===== config.mk =====
export PLATFORM = sky130hd
export DESIGN_NAME = vga_timing_gen_flat
export DESIGN_NICKNAME = d
export VERILOG_FILES = /design/src/rtl/vga_timing_if.sv /design/src/rtl/vga_timing_gen.sv /design/src/flat_wrapper.sv
export SDC_FILE = /design/constraint.sdc
export NUM_CORES = 1
export LEC_CHECK = 0
export CORE_MARGIN = 2
export CORE_UTILIZATION = 23
export CTS_BUF_LIST = sky130_fd_sc_hd__clkbuf_8
export CTS_CLUSTER_DIAMETER = 60
export DETAILED_ROUTE_END_ITERATION = 10
export PLACE_DENSITY = 0.51
export SYNTH_ARGS = -nofsm -noshare
export SYNTH_HDL_FRONTEND = slang
export SYNTH_SLANG_ARGS = --single-unit

===== constraint.sdc =====
create_clock -name clk -period 3 [get_ports clk]
set_input_delay 0.6 -clock clk [delete_from_list [all_inputs] [get_ports clk]]
set_output_delay 0.6 -clock clk [all_outputs]
set_load 0.02 [all_outputs]

===== src/rtl/vga_timing_if.sv =====
// Raster timing bundle between the timing generator and the render block.
// The generator drives it through master; consumers read it through slave.
interface vga_timing_if;
    logic [9:0] hCount;
    logic [9:0] vCount;
    logic       bright;
    logic       hSync;
    logic       vSync;
    logic       pix_en;
    logic       line_start;
    logic       frame_start;

    modport master (
        output hCount,
        output vCount,
        output bright,
        output hSync,
        output vSync,
        output pix_en,
        output line_start,
        output frame_start
    );

    modport slave (
        input hCount,
        input vCount,
        input bright,
        input hSync,
        input vSync,
        input pix_en,
        input line_start,
        input frame_start
    );
endinterface


===== src/rtl/vga_timing_gen.sv =====
// VGA raster timing: clock divider to a pixel enable, h/v counters,
// registered sync/blank decode and line/frame strobes.
module vga_timing_gen #(
    parameter int CLK_DIV     = 4,
    parameter int H_TOTAL     = 800,
    parameter int H_SYNC      = 96,
    parameter int H_ACT_START = 144,
    parameter int H_ACT_END   = 784,
    parameter int V_TOTAL     = 525,
    parameter int V_SYNC      = 2,
    parameter int V_ACT_START = 35,
    parameter int V_ACT_END   = 515
) (
    input  logic         clk,
    input  logic         rst_n,
    vga_timing_if.master vga
);

    localparam int DW = (CLK_DIV > 1) ? $clog2(CLK_DIV) : 1;

    localparam logic [DW-1:0] DIV_LAST = DW'(CLK_DIV - 1);
    localparam logic [9:0]    H_LAST   = 10'(H_TOTAL - 1);
    localparam logic [9:0]    V_LAST   = 10'(V_TOTAL - 1);
    localparam logic [9:0]    HS_END   = 10'(H_SYNC);
    localparam logic [9:0]    VS_END   = 10'(V_SYNC);
    localparam logic [9:0]    HA_BEG   = 10'(H_ACT_START);
    localparam logic [9:0]    HA_END   = 10'(H_ACT_END);
    localparam logic [9:0]    VA_BEG   = 10'(V_ACT_START);
    localparam logic [9:0]    VA_END   = 10'(V_ACT_END);

    logic [DW-1:0] div;
    logic          step;
    logic          h_wrap;
    logic          v_wrap;
    logic [9:0]    h_nxt;
    logic [9:0]    v_nxt;
    logic          h_vis;
    logic          v_vis;

    // With CLK_DIV=1 every clk is a pixel step and div stays at 0.
    always_comb begin
        step   = (CLK_DIV == 1) || (div == DIV_LAST);
        h_wrap = (vga.hCount == H_LAST);
        v_wrap = (vga.vCount == V_LAST);
        h_nxt  = h_wrap ? 10'd0 : vga.hCount + 10'd1;
        v_nxt  = vga.vCount;
        if (h_wrap) begin
            v_nxt = v_wrap ? 10'd0 : vga.vCount + 10'd1;
        end
        h_vis  = (h_nxt >= HA_BEG) && (h_nxt < HA_END);
        v_vis  = (v_nxt >= VA_BEG) && (v_nxt < VA_END);
    end

    always_ff @(posedge clk or negedge rst_n) begin
        if (!rst_n) begin
            div <= '0;
        end else if (step) begin
            div <= '0;
        end else begin
            div <= div + 1'b1;
        end
    end

    // Decode from next-state counts so every output lands with its count.
    always_ff @(posedge clk or negedge rst_n) begin
        if (!rst_n) begin
            vga.hCount      <= '0;
            vga.vCount      <= '0;
            vga.bright      <= 1'b0;
            vga.hSync       <= 1'b0;
            vga.vSync       <= 1'b0;
            vga.pix_en      <= 1'b0;
            vga.line_start  <= 1'b0;
            vga.frame_start <= 1'b0;
        end else begin
            vga.pix_en <= step;
            if (step) begin
                vga.hCount      <= h_nxt;
                vga.vCount      <= v_nxt;
                vga.hSync       <= (h_nxt >= HS_END);
                vga.vSync       <= (v_nxt >= VS_END);
                vga.bright      <= h_vis && v_vis;
                vga.line_start  <= h_wrap;
                vga.frame_start <= h_wrap && v_wrap;
            end else begin
                vga.line_start  <= 1'b0;
                vga.frame_start <= 1'b0;
            end
        end
    end

endmodule


===== src/flat_wrapper.sv =====
// flat-port wrapper written by rule: the top's interface ports become plain ports
module vga_timing_gen_flat 
#(
    parameter int CLK_DIV     = 4,
    parameter int H_TOTAL     = 800,
    parameter int H_SYNC      = 96,
    parameter int H_ACT_START = 144,
    parameter int H_ACT_END   = 784,
    parameter int V_TOTAL     = 525,
    parameter int V_SYNC      = 2,
    parameter int V_ACT_START = 35,
    parameter int V_ACT_END   = 515
)
  (clk, rst_n, vga_hCount, vga_vCount, vga_bright, vga_hSync, vga_vSync, vga_pix_en, vga_line_start, vga_frame_start);
  vga_timing_if vga_i ();
  input  logic clk;
  input  logic rst_n;
  output wire logic [$bits(vga_i.hCount)-1:0] vga_hCount;
  output wire logic [$bits(vga_i.vCount)-1:0] vga_vCount;
  output wire logic [$bits(vga_i.bright)-1:0] vga_bright;
  output wire logic [$bits(vga_i.hSync)-1:0] vga_hSync;
  output wire logic [$bits(vga_i.vSync)-1:0] vga_vSync;
  output wire logic [$bits(vga_i.pix_en)-1:0] vga_pix_en;
  output wire logic [$bits(vga_i.line_start)-1:0] vga_line_start;
  output wire logic [$bits(vga_i.frame_start)-1:0] vga_frame_start;
  assign vga_hCount = vga_i.hCount;
  assign vga_vCount = vga_i.vCount;
  assign vga_bright = vga_i.bright;
  assign vga_hSync = vga_i.hSync;
  assign vga_vSync = vga_i.vSync;
  assign vga_pix_en = vga_i.pix_en;
  assign vga_line_start = vga_i.line_start;
  assign vga_frame_start = vga_i.frame_start;
  vga_timing_gen #(.CLK_DIV(CLK_DIV), .H_TOTAL(H_TOTAL), .H_SYNC(H_SYNC), .H_ACT_START(H_ACT_START), .H_ACT_END(H_ACT_END), .V_TOTAL(V_TOTAL), .V_SYNC(V_SYNC), .V_ACT_START(V_ACT_START), .V_ACT_END(V_ACT_END)) u_core (.clk(clk), .rst_n(rst_n), .vga(vga_i));
endmodule

==> impl_metrics.yaml <==
finish:
  layout_common_cells: "dfrtp_1, clkdlybuf4s50_1, nor2_1"
  multi_input_area_um2: 903.4
  finalNetCount: 218
  final_util_pct: 29.36
  fillers: 767
  seqCellArea_um2: 700.7
  area.growth.synth_to_final_pct: 25.11
  drive_gt1_share_pct: 6.667
  antenna_cells: 0
  layout_commonest_cell: "dfrtp_1"
critical_path:
  reg2regPathDepth: 8
  reg2reg_from: "u_core.vga.hCount[0]"
  r2r-end: "u_core.vga.bright"
  ff2ff_setup_slack_ns: 0.38
  cp-start-kind: "flop"
  crit_required_ns: 3.20
  cp-end-kind: "flop"
  criticalPathCategory: "reg2reg"
  cp.arrival_ns: 2.82
  cp_max_fo: 13
power:
  power.leakage_nw: 0.8199
  irDropWorstVdd_v: 0.0001570
  p_per_area_mw_per_mm2: 330.9
timing:
  maxSlewViolCount: 0
  finalSetupViolCount: 0
  fin_crit_ns: 2.624
  timing.fmax_mhz: 381.1
  rsz0062_at_grt: "false"
  setup-tns-final_ns: 0
  skew_ns: 0.007388
  period_share_pct: 87.47
  maxSlewHeadroom_pct: 64.67
  hold_viol_final: 0
  worst_pin_slew_ns: 0.5299
min_path:
  whs_path_depth: 1
  holdPathEnd: "u_core.div[0]"
  hp-start: "u_core.div[0]"
  hp-class: "reg2reg"
yosys:
  synth_compound_area_share_pct: 17.90
  yosysUniqueCellTypes: 48
  synth.net_count: 196
  synth_seq_cells: 28
  synth_fa_ha_area_share_pct: 3.715
  syn_area_per_cell_um2: 8.911
  synth_cells: 189
  synth_top_family_by_area: "simple AND/OR/NAND/NOR gates"
  synth_xor_area_share_pct: 4.681
  synth_async_sr_flop_share_pct: 100.0
  ys_warn_count: 0
  synth.area.mux_share_pct: 2.452
  syn_area_mm2: 0.001684
  yosys_most_used_dff: "dfrtp_1"
  yosys.area_share.simple_pct: 24.89
  synth_edf_count: 0
  seq_area_frac_synth_pct: 41.60
drt:
  drt_wl_total_mm: 4.129
  drc_errors: 0
  num_vias: 1458
  wire_per_inst_um: 13.36
  dr.pass1.iters: 4
  first_iter_violations: 73
  ant_nets: 0
  viasPerCell: 4.718
clock_network:
  cts-root-buf: "clkbuf_8"
  hold_buffers: 0
  clk_pin_slew_ns: 0.11
  numCtsBuffers: 3
  clock_path_buffers: 2
  post-cts-setup-buffers: 0
  post_cts_resized: 0
  clock_sinks: 28
  cts.htree.levels: 1
  tritoncts: "yes"
  insertion_delay_ns: 0.29
global_route:
  grt_pass1_vias: 1449
  grt_max_degree: 29
  grt_overflow: 0
  antenna_found_initial: 0
  grt_pass1_wl_mm: 6.879
  gr-usage-all-layers_pct: 10.97
placed_design:
  dp_hpwl_mm: 2.977
  portBuffers: 27
  gp_congestion: 0.8501
status:
  status: "finished, final reports clean"
run:
  drv_cap: 0
floorplanning:
  ios: 28
  core_mm2: 0.007176
  fp.dieH_um: 89.57
  core.rowCount: 31
  die_area_mm2: 0.008023
  initial_utilization_pct: 23.47
  die_w_um: 89.57
[kinds of logic (layout without fill, tap and decap cells)]
logic type	after synthesis	after routing
simple gates	80	80
fa+ha+maj	5	5
mux	4	4
compound gates	45	45
xor+xnor	9	9
buf+inv	18	39
flops	28	28
[power by group]
group	internal, mW	leakage (nW)	switching (mW)
sequential	0.377	0.377	0
clock	0.179	0.0357	0.131
combinational	0.00199	0.407	0.00748
[layer usage]
metal  global-route usage (%)  vias up  routed length (um)
li1                         -      726                   -
met1                    14.23      694                1933
met2                    18.72       36                1972
met3                    3.199        2                 213
met4                    1.221        0                   9
met5                        0        -                   0
[cell usage after synthesis (2+ instances only)]
master	count	share of area [%]
a211oi_1	3	1.3
a21oi_1	10	3.0
a31oi_1	6	2.2
a41oi_1	2	1.0
and2_1	3	1.1
and3_1	4	1.5
and4_1	2	1.0
buf_2	4	1.2
clkbuf_1	7	1.6
dfrtp_1	28	42
ha_1	5	3.7
inv_1	6	1.3
mux2i_1	3	1.8
nand2_1	17	3.8
nand3_1	10	3.0
nand4_1	3	1.1
nor2_1	18	4.0
nor3_1	6	1.8
o21ai_0	11	3.3
or2_2	2	0.74
or3_1	5	1.9
xnor2_1	8	4.2
[worst max-delay path, cell delays in order (launching register included)]
cell and delay, ns:
dfrtp_1 0.46, ha_1 0.25, and4_1 0.37, nand3_2 0.30
nor3_1 0.37, a21oi_2 0.09, nor4_1 0.30, a211oi_1 0.10
o41ai_2 0.30
[state kept, by name (all words and copies together), names as in the netlist]
name and cells:
u_core.vga.vCount 10, u_core.div 2, u_core.vga.vSync 1, u_core.vga.hCount 10, u_core.vga.frame_start 1, u_core.vga.line_start 1, u_core.vga.pix_en 1, u_core.vga.bright 1
u_core.vga.hSync 1
[stage by stage]
step	cells	worst slack, ns	hold slack, ns	cell area (um2)	total power, mW
floorplan	189	0.6028	0.3044	1684	0.3847
global placement	305	0.5331	0.4186	2036	0.3946
detailed placement	305	0.4253	0.4270	2036	0.3949
CTS	309	0.3886	0.4493	2107	0.7100
global route	309	0.05794	0.4566	2107	0.7326
finish	309	0.3760	0.4392	2107	0.6972
[final cells by class]
type,count,area share (%)
inverter,6,1.069
tap,99,5.879
clock inverter,1,1.425
clock buffer,3,1.960
sequential,28,33.25
multi-input combinational,143,42.87
timing repair buffer,29,13.54
[worst max-delay path by stage]
| stage | start | to | slack [ns] |
|---|---|---|---|
| final | u_core.vga.hCount[0] | u_core.vga.bright | 0.38 |
| after global routing | u_core.vga.hCount[0] | u_core.vga.bright | 0.06 |
| after CTS | u_core.vga.hCount[0] | u_core.vga.bright | 0.39 |
| after detailed placement | u_core.vga.hCount[0] | u_core.vga.bright | 0.43 |
| after global placement | u_core.vga.hCount[0] | u_core.vga.bright | 0.53 |
| after floorplan | u_core.vga.hCount[0] | u_core.vga.bright | 0.60 |
(Power assumes the default switching activity.)
